[src/rtl/wb_burst_master.sv]
// ============================================================================
//  Module   : wb_burst_master
//  Purpose  : Wishbone initiator that issues incrementing-burst writes of a
//             seed+k pattern and reads ranges back, counting mismatches.
//             Optional ack watchdog: define WB_BURST_MASTER_TIMEOUT_EN.
//  Revision : 1.0 - initial release
// ============================================================================
`default_nettype none

module wb_burst_master #(
    parameter int APP_AW      = 26,
    parameter int dw          = 32,
    parameter int bl          = 9,
    parameter int TIMEOUT_CYC = 1023
) (
    input  logic              wb_clk_i,
    input  logic              wb_rst_i,
    input  logic              cmd_valid_i,
    output logic              cmd_ready_o,
    input  logic              cmd_we_i,
    input  logic [APP_AW-1:0] cmd_addr_i,
    input  logic [bl-1:0]     cmd_len_i,
    input  logic [dw-1:0]     cmd_seed_i,
    input  logic              err_clr_i,
    output logic              wb_cyc_o,
    output logic              wb_stb_o,
    output logic              wb_we_o,
    output logic [APP_AW-1:0] wb_addr_o,
    output logic [dw-1:0]     wb_dat_o,
    output logic [dw/8-1:0]   wb_sel_o,
    output logic [2:0]        wb_cti_o,
    input  logic              wb_ack_i,
    input  logic [dw-1:0]     wb_dat_i,
    output logic              busy_o,
    output logic              done_o,
    output logic [15:0]       err_cnt_o,
    output logic [APP_AW-1:0] first_err_addr_o,
    output logic              timeout_o
);

    localparam logic [2:0] c_CTI_INCR = 3'b010;
    localparam logic [2:0] c_CTI_END  = 3'b111;

    typedef enum logic [1:0] {
        S_IDLE = 2'b00,
        S_REQ  = 2'b01,
        S_DONE = 2'b10
    } state_t;

    state_t            r_state;
    state_t            w_state_nxt;
    logic              r_we,   w_we_nxt;
    logic [bl-1:0]     r_len,  w_len_nxt;
    logic [bl-1:0]     r_idx,  w_idx_nxt;
    logic [dw-1:0]     r_pat,  w_pat_nxt;
    logic [APP_AW-1:0] r_addr, w_addr_nxt;
    logic [dw-1:0]     r_dat,  w_dat_nxt;
    logic              r_cyc,  w_cyc_nxt;
    logic [2:0]        r_cti,  w_cti_nxt;
    logic              r_ready;
    logic              r_busy;
    logic              r_done;
    logic [15:0]       r_err_cnt;
    logic [APP_AW-1:0] r_first_err;

    logic              w_ack;
    logic              w_last;
    logic [bl-1:0]     w_idx_inc;
    logic [dw-1:0]     w_pat_inc;
    logic              w_mis;
    logic              w_expire;

    assign w_ack     = r_cyc & wb_ack_i;
    assign w_last    = (r_idx == r_len - bl'(1));
    assign w_idx_inc = r_idx + bl'(1);
    assign w_pat_inc = r_pat + dw'(1);
    assign w_mis     = w_ack & ~r_we & (wb_dat_i != r_pat);

    always_comb begin
        w_state_nxt = r_state;
        w_we_nxt    = r_we;
        w_len_nxt   = r_len;
        w_idx_nxt   = r_idx;
        w_pat_nxt   = r_pat;
        w_addr_nxt  = r_addr;
        w_dat_nxt   = r_dat;
        w_cyc_nxt   = r_cyc;
        w_cti_nxt   = r_cti;
        case (r_state)
            S_IDLE: begin
                if (cmd_valid_i) begin
                    w_we_nxt   = cmd_we_i;
                    w_len_nxt  = cmd_len_i;
                    w_idx_nxt  = '0;
                    w_pat_nxt  = cmd_seed_i;
                    w_addr_nxt = cmd_addr_i;
                    if (cmd_len_i == '0) begin
                        w_state_nxt = S_DONE;
                    end else begin
                        w_state_nxt = S_REQ;
                        w_cyc_nxt   = 1'b1;
                        w_dat_nxt   = cmd_we_i ? cmd_seed_i : '0;
                        w_cti_nxt   = (cmd_len_i == bl'(1)) ? c_CTI_END : c_CTI_INCR;
                    end
                end
            end
            S_REQ: begin
                if (w_ack) begin
                    if (w_last) begin
                        w_state_nxt = S_DONE;
                        w_cyc_nxt   = 1'b0;
                        w_dat_nxt   = '0;
                        w_cti_nxt   = 3'b000;
                    end else begin
                        // Advance to the next beat at the same edge that took the ack
                        w_idx_nxt  = w_idx_inc;
                        w_addr_nxt = r_addr + APP_AW'(4);
                        w_pat_nxt  = w_pat_inc;
                        w_dat_nxt  = r_we ? w_pat_inc : '0;
                        w_cti_nxt  = (w_idx_inc == r_len - bl'(1)) ? c_CTI_END : c_CTI_INCR;
                    end
                end else if (w_expire) begin
                    w_state_nxt = S_DONE;
                    w_cyc_nxt   = 1'b0;
                    w_dat_nxt   = '0;
                    w_cti_nxt   = 3'b000;
                end
            end
            S_DONE: begin
                w_state_nxt = S_IDLE;
            end
            default: begin
                w_state_nxt = S_IDLE;
                w_cyc_nxt   = 1'b0;
            end
        endcase
    end

    always_ff @(posedge wb_clk_i) begin
        if (wb_rst_i) begin
            r_state <= S_IDLE;
            r_we    <= 1'b0;
            r_len   <= '0;
            r_idx   <= '0;
            r_pat   <= '0;
            r_addr  <= '0;
            r_dat   <= '0;
            r_cyc   <= 1'b0;
            r_cti   <= 3'b000;
            r_ready <= 1'b1;
            r_busy  <= 1'b0;
            r_done  <= 1'b0;
        end else begin
            r_state <= w_state_nxt;
            r_we    <= w_we_nxt;
            r_len   <= w_len_nxt;
            r_idx   <= w_idx_nxt;
            r_pat   <= w_pat_nxt;
            r_addr  <= w_addr_nxt;
            r_dat   <= w_dat_nxt;
            r_cyc   <= w_cyc_nxt;
            r_cti   <= w_cti_nxt;
            r_ready <= (w_state_nxt == S_IDLE);
            r_busy  <= (w_state_nxt == S_REQ);
            r_done  <= (w_state_nxt == S_DONE);
        end
    end

    // A clear coinciding with a mismatch restarts the record at this beat
    always_ff @(posedge wb_clk_i) begin
        if (wb_rst_i) begin
            r_err_cnt   <= '0;
            r_first_err <= '0;
        end else if (w_mis) begin
            if (err_clr_i) begin
                r_err_cnt   <= 16'd1;
                r_first_err <= r_addr;
            end else begin
                if (r_err_cnt == '0) begin
                    r_first_err <= r_addr;
                end
                if (r_err_cnt != 16'hFFFF) begin
                    r_err_cnt <= r_err_cnt + 16'd1;
                end
            end
        end else if (err_clr_i) begin
            r_err_cnt   <= '0;
            r_first_err <= '0;
        end
    end

`ifdef WB_BURST_MASTER_TIMEOUT_EN
    localparam int c_TO_W = $clog2(TIMEOUT_CYC + 1);
    localparam logic [c_TO_W-1:0] c_TO_LAST = c_TO_W'(TIMEOUT_CYC - 1);

    logic [c_TO_W-1:0] r_to_cnt;
    logic              r_timeout;

    // Expires on the TIMEOUT_CYC-th consecutive REQ cycle without ack
    assign w_expire = (r_state == S_REQ) && !wb_ack_i && (r_to_cnt == c_TO_LAST);

    always_ff @(posedge wb_clk_i) begin
        if (wb_rst_i) begin
            r_to_cnt  <= '0;
            r_timeout <= 1'b0;
        end else begin
            if ((r_state != S_REQ) || wb_ack_i) begin
                r_to_cnt <= '0;
            end else begin
                r_to_cnt <= r_to_cnt + c_TO_W'(1);
            end
            if (w_expire) begin
                r_timeout <= 1'b1;
            end
        end
    end

    assign timeout_o = r_timeout;
`else
    assign w_expire  = 1'b0;
    assign timeout_o = 1'b0;
`endif

    assign cmd_ready_o      = r_ready;
    assign busy_o           = r_busy;
    assign done_o           = r_done;
    assign wb_cyc_o         = r_cyc;
    assign wb_stb_o         = r_cyc;
    assign wb_we_o          = r_we & r_cyc;
    assign wb_addr_o        = r_addr;
    assign wb_dat_o         = r_dat;
    assign wb_sel_o         = '1;
    assign wb_cti_o         = r_cti;
    assign err_cnt_o        = r_err_cnt;
    assign first_err_addr_o = r_first_err;

endmodule

`default_nettype wire

[config.mk]
export PLATFORM = sky130hd
export DESIGN_NAME = wb_burst_master
export DESIGN_NICKNAME = d
export VERILOG_FILES = /design/src/rtl/wb_burst_master.sv
export SDC_FILE = /design/constraint.sdc
export NUM_CORES = 1
export LEC_CHECK = 0
export CORE_MARGIN = 2
export CORE_UTILIZATION = 50
export DETAILED_ROUTE_END_ITERATION = 12
export PLACE_DENSITY = 0.81
export RECOVER_POWER = 100
export SYNTH_ARGS = -nofsm -noshare
export SYNTH_HDL_FRONTEND = slang
export SYNTH_SLANG_ARGS = --single-unit
export TNS_END_PERCENT = 100
[constraint.sdc]
create_clock -name wb_clk_i -period 7.75 [get_ports wb_clk_i]
set_input_delay 1.55 -clock wb_clk_i [delete_from_list [all_inputs] [get_ports wb_clk_i]]
set_output_delay 1.55 -clock wb_clk_i [all_outputs]
set_load 0.01 [all_outputs]
* Word level (Yosys, flattened, before mapping) *
Index checks and enable logic that the tools add are counted.

word-level totals
  register bits = 160
  input bits = 105
  output and inout bits = 114
  word-level logic and storage cells = 97

operators by class
  $add $sub $neg = 5
  eq/ne operators = 14
  multiplexer cells = 44
  bitwise logic cells = 6
  reductions and logical operators = 14

operators with widths
  kind                     count
  $mux W32                 9
  $mux W26                 7
  $pmux W32 S2             2
  $mux W16                 4
  $pmux W26 S2             1
  $add A32 B1 Y32 const B  1
  $ne A32 B32 Y1           1
  $mux W9                  3
  $add A26 B3 Y26 const B  1
  $eq A9 B9 Y1             2
  $mux W3                  6
  $pmux W9 S2              1
  $add A16 B1 Y16 const B  1
  $logic_not A16 Y1        1
  $ne A16 B16 Y1 const B   1
  $ne A2 B2 Y1 const B     5
  $add A9 B1 Y9 const B    1
  $eq A9 B1 Y1 const B     1
  $logic_not A9 Y1         1
  $sub A9 B1 Y9 const B    1
  $mux W2                  4
  $reduce_and A4 Y1        2
  $reduce_bool A2 Y1       4
  $pmux W3 S2              1
  other kinds (10)         22

* Longest topological paths before layout *
Gate-level depths: netlist of the first run.

  depth after elaboration = 6
  mapped depth = 12
  depth with buffers taken out = 9

* Worst setup path before layout of the first run *
No wires, ideal clock.

  path kind = input-to-reg
  from = in wb_dat_i[4]
  to = reg r_first_err[11], in the netlist first_err_addr_o[11]
  library setup time = 0.060 ns
  arrival time = 3.284 ns
  required time = 7.690 ns
  slack = 4.406 ns
  stages on the path = 9
  path buffers = 2
  cell sequence = xnor2_1 > nand4_1 > nor4_1 > a211oi_2 > a21oi_1 > and2_1 > buf_2 > buf_2 > a22o_1

between the ends
  word-level cells in the longest chain between the ends = 4
  elaborated cells on any way between the ends = 5
  those cells by class = eq/ne: 1; mux: 1; bitwise: 1; reduce/logical: 2

ends and longest elaborated chain
  element                              line  RTL
  from (decl)                          33    input logic [dw-1:0] wb_dat_i,
  $ne A32 B32 Y1 *                     77    assign w_mis = w_ack & ~r_we & (wb_dat_i != r_pat);
  $and A1 B1 Y1 *                      77
  $reduce_bool A2 Y1 (no source line)  --
  $reduce_and A2 Y1 (no source line)   --
  to (signal assigned)                 177   r_first_err <= r_addr;
  to (signal assigned)                 180   r_first_err <= r_addr;
  to (decl)                            64    logic [APP_AW-1:0] r_first_err;

Every way passes the cells marked *; elsewhere a longest branch is shown, timed or not.
A chain may end at the register's enable or synchronous reset.

* Worst setup path in the final report of the first run *
  from = in wb_dat_i[4]
  to = reg r_err_cnt[14], in the netlist err_cnt_o[14]

between the ends
  word-level cells in the longest chain between the ends = 4
  elaborated cells on any way between the ends = 5
  those cells by class = eq/ne: 1; mux: 1; bitwise: 1; reduce/logical: 2

ends and longest elaborated chain
  element                              line  RTL
  $ne A32 B32 Y1 *                     77
  $and A1 B1 Y1 *                      77
  $reduce_bool A2 Y1 (no source line)  --
  $reduce_and A2 Y1 (no source line)   --
  to (signal assigned)                 183   r_err_cnt <= r_err_cnt + 16'd1;
  to (decl)                            63    logic [15:0] r_err_cnt;

Marked as above.

==> results of run 1 <==
==> area by class of cell <==
class                           count  area (sq um)
Tap cell                          225           282
Clock buffer                       21           480
Inverter                           23          86.3
Clock inverter                     10           111
Sequential cell                   159          3180
Fill cell                        1461          5880
Timing Repair Buffer              222          2190
Multi-Input combinational cell    844          5150
Antenna cell                        1          2.50
==> per-layer routing <==
layer,vias to the layer above,wire (um)
li1,4390,-
met1,4357,11600
met2,429,12800
met3,72,2020
met4,0,1120
met5,-,0
==> power groups by stage <==
stage               Combinational, uW  Clock, uW  Sequential [uW]
global route                      443        882              939
detailed placement                412          0              948
floorplan                         252          0              933
CTS                               416        852              931
finish                            406        844              932
global placement                  407          0              947
==> path summary, 6_finish.rpt <==
kind / startpoint / to / slack, ps / cells after the start
worst max-delay path: wb_dat_i[4] / err_cnt_o[14] / 2970 / 9
worst min register to register: first_err_addr_o[22] / first_err_addr_o[22] / 480 / 2
worst max register to register: r_len[0] / wb_addr_o[9] / 3730 / 6
worst min-delay path: first_err_addr_o[22] / first_err_addr_o[22] / 480 / 2
==> layout by cell type, fill, tap and decap left out, drive strengths merged, types with 3 or more instances in the layout <==
cell and instances:
conb 5, o211ai 6, o21ai 62, nand2b 7, inv 23, nor2 33, nand3 52, or2 8
clkinv 5, nor3 40, a31oi 4, xor2 8, or4 9, a22o 20, o32ai 33, and2 10
xnor2 74, and4 4, nor4 13, and3 19, or3 11, o41ai 3, clkbuf 23, o21a 5
a211oi 14, o31a 5, a21oi 152, buf 8, dlygate4sd3 112, clkdlybuf4s50 100, ha 6, dfxtp 159
o22ai 8, o31ai 8, clkinvlp 3, a22oi 36, nand4 19, nor2b 7, nand2 135
==> tightest hold or removal path: cells and delay by family, from the launching register on <==
family	cells	cell delay [ps]
compound gates	1	50
flops	1	320
simple gates	1	60
==> registers in the layout, summed over array words and instances, names as in the netlist, 9 cells and up <==
name              count
first_err_addr_o     26
r_len                 9
err_cnt_o            16
wb_addr_o            26
r_idx                 9
r_pat                32
wb_dat_o             32
==> stage by stage <==
stage	area (sq um)	util
3_5_place_dp	10900	0.629
6_report	11500	0.661
4_1_cts	11500	0.663
3_3_place_gp	10900	0.629
2_1_floorplan	8900	-
5_1_grt	11500	0.661
==> kinds of logic (layout without fill, tap and decap cells) <==
group           count (synthesis)  after routing  synth area share
buf+inv                       131            276            0.0665
compound gates                371            371             0.264
mux                             4              4           0.00479
simple gates                  374            374             0.211
other cells                     2              6          0.000845
flops                         159            159             0.358
fa+ha+maj                       6              6           0.00845
xor+xnor                       84             84            0.0859
==> out/results.ini, run 1 <==
[cells_and_area]
fin_cells=1505
drive_gt1_frac=0.0461
final_nets=1378
syn2layout_area_growth_pct=29.2

[power]
pwr-share-comb=0.186
p_int_uw=1560
powerDensity_mw_per_mm2=190
p_seq_frac=0.427
finalPower_uw=2180
p_switching_uw=619
swShare=0.284
leakage_uw=0.00409
vdd_drop_max_mv=0.175
clkPwrFrac=0.387

[yosys]
yosysMostFrequentCell=dfxtp_1
yosysSeqAreaShare=0.358
synth.largest_area_cell=dfxtp_1
yosys_register_bits=159
synth_common_cells=159 x dfxtp_1, 151 x a21oi_1, 135 x nand2_1
yosysTopAreaCellShare=0.358
synth_cell_type_count=64
netlist_area_sq_mm=0.00889
synth.area.top_cells=dfxtp_1 36%, a21oi_1 8.5%, xnor2_1 7.3%
synthArstFlopShare=0
avgSynthCellArea_sq_um=7.86
postSynthCellCount=1131
ys_warn_count=0
synth_edf_count=0
yosys_most_used_dff=dfxtp_1

[timing]
setup_viol=0
relSlewSlack=-0.672
finalSetupTns_ps=0
slew_violations=135
min_period_ps=4780
layout_setup_ws_ps=2970
finClkSkew_ps=9.11
max_freq_ghz=0.209
whs_ps=476
rsz0062_at_grt=no
period_share=0.617
worstMarginPinSlew_ps=2510
final_hold_viol_count=0

[global_route]
globalRouteMet3Util=0.0522
grt_max_degree=101
antenna_found_initial=1
met2_usage=0.468
grt_pass1_wl_um=43400
grt_use_met1=0.376
grt_usage=0.290
first_global_vias=8480
top_usage_layer=met2
overflow=0

[drt]
wl_per_cell_um=18.3
vias=9248
drt_iter0_markers=750
wl_um=27600
first_pass_iters=5
vias_per_cell=6.14
ant_nets=0
remaining_drc_errors=0

[critical_path]
crit_family=compound AO/OA/AOI/OAI gates
slowest_stage=a21oi_1
path_max_fanout=24
max_stage_delay_ps=1270
crit_buf_inv=2
end_kind=flip-flop
arrival_ps=5100
start_kind=primary input
worstPathCellList=dlygate4sd3_1 > xnor2_1 > nand4_1 > nor4_1 > a211oi_1 > clkbuf_1 > a21oi_1 > nor2_1 > o221a_2
cp.required_ps=8060
setup.worst_path.class=primary input to flip-flop

[run_status]
status=finished, violations left
violations=capacitance limit, slew limit

[clock_tree]
cts_max_level=4
cts_buffer_depth=2
clock_latency_ps=430
ctsResizeCount=0
cts_hold_buf=0
cts_root_buf=clkbuf_16
cts_tree=done
cts_setup_buffers=0
numClockSinks=159
numCtsBuffers=17
clkSlewWorstSetupHoldPaths_ps=60

[floorplan]
fp-row-count=48
start_util=0.512
fp.dieArea_sq_mm=0.0189
dieWidth_um=137
ios=219
die_height_um=137
coreArea_sq_mm=0.0174

[placement]
port_buffers=213
gp_congestion=0.901
dp_hpwl_um=18600
dp.cells=1473
dp_slack_ps=3120

[run]
maxCapViolCount=3

[min_path]
hold_class=flip-flop to flip-flop

Power figures use the tool's default switching activity.
==> run 2, diff against run 1 <==
==> constraint.sdc (replaced) <==
create_clock -name wb_clk_i -period 4.85 [get_ports wb_clk_i]
set_input_delay 0.97 -clock wb_clk_i [delete_from_list [all_inputs] [get_ports wb_clk_i]]
set_output_delay 0.97 -clock wb_clk_i [all_outputs]
set_load 0.01 [all_outputs]
==> run 2 against run 1 <==
Compared with the run above:
- the flow still finishes with violations (capacitance limit, slew limit)
- critical endpoint is now first_err_addr_o[10]
- via count decreased by 0.37%
- clock power increased by 60%
- critical path type unchanged
- count of clock-buffer cells in the layout unchanged
- routed wire length decreased by 1.3%
- largest cell class unchanged
- combinational power is 59% higher
- global-route usage shrank 0.45 points
- non-clock buffer count is 2 higher
- clock skew is 3.6 ps higher
- critical path depth unchanged
- utilization grew 0.12 points
- total power rose by 60%
==> out/results.ini, run 2 (synthesis results as in run 1) <==
[floorplan]
fp-row-count=48
ios=219
start_util=0.512
coreArea_sq_mm=0.0174
die_height_um=137
fp.dieArea_sq_mm=0.0189
dieWidth_um=137

[timing]
rsz0062_at_grt=no
whs_ps=476
final_hold_viol_count=0
setup_viol=0
worstMarginPinSlew_ps=2030
finClkSkew_ps=12.8
min_period_ps=4150
period_share=0.856
max_freq_ghz=0.241
slew_violations=92
finalSetupTns_ps=0
relSlewSlack=-0.354

[cells_and_area]
final_nets=1380
multi_input_area_sq_mm=0.00516
mostFrequentLayoutCell=dfxtp_1
fillers=1500
regArea_sq_mm=0.00318
most-common-layout-cells=159 x dfxtp_1, 149 x a21oi_1, 135 x nand2_1
drive_gt1_frac=0.0476
utilization=0.662
syn2layout_area_growth_pct=29.4

[placement]
port_buffers=213
dp_hpwl_um=18600
gp_congestion=0.907

[clock_tree]
cts_max_level=4
clock_latency_ps=430
clkSlewWorstSetupHoldPaths_ps=60
numClockSinks=159
cts_hold_buf=0
ctsResizeCount=0
numCtsBuffers=17
cts_root_buf=clkbuf_16
cts_buffer_depth=2
cts_tree=done
cts_setup_buffers=0

[drt]
first_pass_iters=7
wl_per_cell_um=18.1
remaining_drc_errors=0
vias_per_cell=6.11
drt_iter0_markers=848
vias=9214
ant_nets=0
wl_um=27300

[global_route]
grt_usage=0.285
grt_pass1_wl_um=42800
grt_max_degree=92
overflow=0
first_global_vias=8291
antenna_found_initial=0

[critical_path]
end_kind=flip-flop
cp.required_ps=5210
slowest_stage=and2_1
max_stage_delay_ps=680
setup.worst_path.class=primary input to flip-flop
worstPathCellList=dlygate4sd3_1 > xnor2_1 > nand4_1 > nor4_1 > a211oi_2 > clkbuf_1 > a21oi_1 > and2_1 > a22o_1
start_kind=primary input
path_max_fanout=19
rr_worst_depth=8
arrival_ps=4520

[power]
powerDensity_mw_per_mm2=303
vdd_drop_max_mv=0.254
leakage_uw=0.00410
finalPower_uw=3480

[run]
maxCapViolCount=1

[min_path]
holdPathStages=1
hold_class=flip-flop to flip-flop

[run_status]
violations=capacitance limit, slew limit
status=finished, violations left

[run 2: cell type report]
| type | instances | area share |
|---|---|---|
| well taps | 225 | 0.0245 |
| repair buffers | 224 | 0.191 |
| clock inverters | 11 | 0.0114 |
| diodes | 1 | 0.000218 |
| inverters | 23 | 0.00751 |
| multi-input cells | 844 | 0.448 |
| flip-flops and latches | 159 | 0.277 |
| clock buffers | 21 | 0.0400 |
[run 2: metal layers]
layer,global-route usage,wire [um],vias to the layer above
met2,0.452,12600,406
met1,0.390,11800,4351
li1,-,-,4399
met3,0.0449,1960,58
met5,0,0,-
met4,0.110,825,0
[run 2: worst max-delay path: cells and delay by family]
family / cells / cell delay, ps
buf+inv: 2 / 860
simple gates: 3 / 1370
xor+xnor: 1 / 320
compound gates: 3 / 970
[run 2: final timing paths]
check,slack (ps),from,endpoint
hold reg to reg,480,first_err_addr_o[3],first_err_addr_o[3]
setup / recovery,700,wb_dat_i[27],first_err_addr_o[10]
setup reg to reg,790,r_len[0],r_pat[18]
hold / removal,480,first_err_addr_o[3],first_err_addr_o[3]
[run 2: stage by stage]
step / cells / setup WS (ps) / area, sq um
5_1_grt: 1507 / 448 / 11500
2_1_floorplan: 1134 / 2090 / 8900
4_1_cts: 1507 / 1040 / 11500
3_5_place_dp: 1475 / 593 / 10900
3_3_place_gp: 1475 / 671 / 10900
6_report: 1508 / 699 / 11500
[run 2: power by group]
| group | switching, uW | internal, uW | total, uW |
|---|---|---|---|
| Sequential | 103 | 1380 | 1490 |
| Combinational | 341 | 305 | 646 |
| Clock | 559 | 790 | 1350 |
| Total | 1000 | 2480 | 3480 |
==> run 3, diff against run 2 <==
--- a/config.mk
+++ b/config.mk
@@ -9,7 +9,7 @@
 export CORE_UTILIZATION = 50
 export DETAILED_ROUTE_END_ITERATION = 12
 export PLACE_DENSITY = 0.81
-export RECOVER_POWER = 100
+export SKIP_CTS_REPAIR_TIMING = 1
 export SYNTH_ARGS = -nofsm -noshare
 export SYNTH_HDL_FRONTEND = slang
 export SYNTH_SLANG_ARGS = --single-unit
==> run 3 against run 2 <==
Compared with the run above:
- the run now ends clean
- via count down 0.36%
- cell count unchanged
- sequential power about the same
- clock skew up 5.2 ps
- global-route usage unchanged
- total power up 0.79%
- first-iteration DRC count down 0.12%
- largest power group unchanged
==> out/results.ini, run 3 (synthesis results as in run 1) <==
[cells_and_area]
drive_gt1_frac=0.0515
syn2layout_area_growth_pct=29.7
mostFrequentLayoutCell=clkdlybuf4s50_1
fillers=1493
most-common-layout-cells=212 x clkdlybuf4s50_1, 159 x dfxtp_1, 149 x a21oi_1
utilization=0.664
final_nets=1380

[power]
vdd_drop_max_mv=0.255
powerDensity_mw_per_mm2=305
finalPower_uw=3510
leakage_uw=0.00379

[clock_tree]
numClockSinks=159
clock_latency_ps=430
numCtsBuffers=17
cts_max_level=4
clkSlewWorstSetupHoldPaths_ps=60
cts_tree=done
cts_buffer_depth=2
cts_root_buf=clkbuf_16

[critical_path]
end_kind=flip-flop
critPathLaunch=wb_dat_i[27]
path_max_fanout=19
setup.worst_path.class=primary input to flip-flop
rr_startpoint=r_len[0]
cp.required_ps=5210
arrival_ps=4190
start_kind=primary input
rr_worst_depth=8

[floorplan]
coreArea_sq_mm=0.0174
die_height_um=137
dieWidth_um=137
start_util=0.512
fp.dieArea_sq_mm=0.0189
fp-row-count=48
ios=219

[global_route]
grt_pass1_wl_um=42800
grt_usage=0.285
grt_max_degree=92
antenna_found_initial=0
first_global_vias=8291
overflow=0

[timing]
max_freq_ghz=0.262
finalSetupTns_ps=0
worstMarginPinSlew_ps=1260
whs_ps=480
slew_violations=0
setup_viol=0
period_share=0.788
finClkSkew_ps=18.0
relSlewSlack=0.158
final_hold_viol_count=0
min_period_ps=3820
rsz0062_at_grt=no

[run_status]
status=complete, no violations

[placement]
gp_congestion=0.907
dp_hpwl_um=18600
port_buffers=213

[run]
maxCapViolCount=0

[drt]
remaining_drc_errors=0
first_pass_iters=5
ant_nets=0
vias=9181
vias_per_cell=6.09
wl_um=27300
wl_per_cell_um=18.1
drt_iter0_markers=847

[min_path]
hold_class=flip-flop to flip-flop
holdPathStages=2
min_from=r_idx[8]

## run 3: layer usage
metal  track usage  vias up  routed length, um
li1              -     4397                  -
met1         0.390     4326              11900
met2         0.452      398              12600
met3        0.0449       60               1970
met4         0.110        0                808
met5             0        -                  0
## run 3: area by class of cell
cell class                 instances  area [sq um]  area share
clock inverter                    11           131      0.0114
inverter                          23          86.3     0.00749
sequential                       159          3180       0.276
tap                              225           282      0.0244
timing repair buffer             224          2210       0.192
multi-input combinational        844          5170       0.448
clock buffer                      21           460      0.0400
antenna                            1          2.50    0.000217
## run 3: stage by stage
step           setup WS [ps]  instances  area, sq um
2_1_floorplan           2090       1134         8900
3_3_place_gp             671       1475        10900
3_5_place_dp             593       1475        10900
4_1_cts                 1040       1507        11500
5_1_grt                  774       1507        11500
6_report                1030       1508        11500
## run 3: where the power goes
part | switching (uW) | internal [uW] | leakage, uW
clock | 562 | 790 | 0.000280
combinational | 342 | 327 | 0.00221
sequential | 105 | 1380 | 0.00130
total | 1010 | 2500 | 0.00379
## run 3: final timing paths
check | end | slack, ps
max | first_err_addr_o[1] | 1030
min | r_idx[8] | 480
min reg2reg | r_idx[8] | 480
max reg2reg | r_pat[18] | 1140
## run 3: critical path, stage by stage
cell	delay [ps]
clkdlybuf4s50_1	420
xnor2_1	310
nand4_1	130
nor4_1	540
a211oi_2	170
buf_4	220
a21oi_1	480
and2_1	670
a22o_1	250
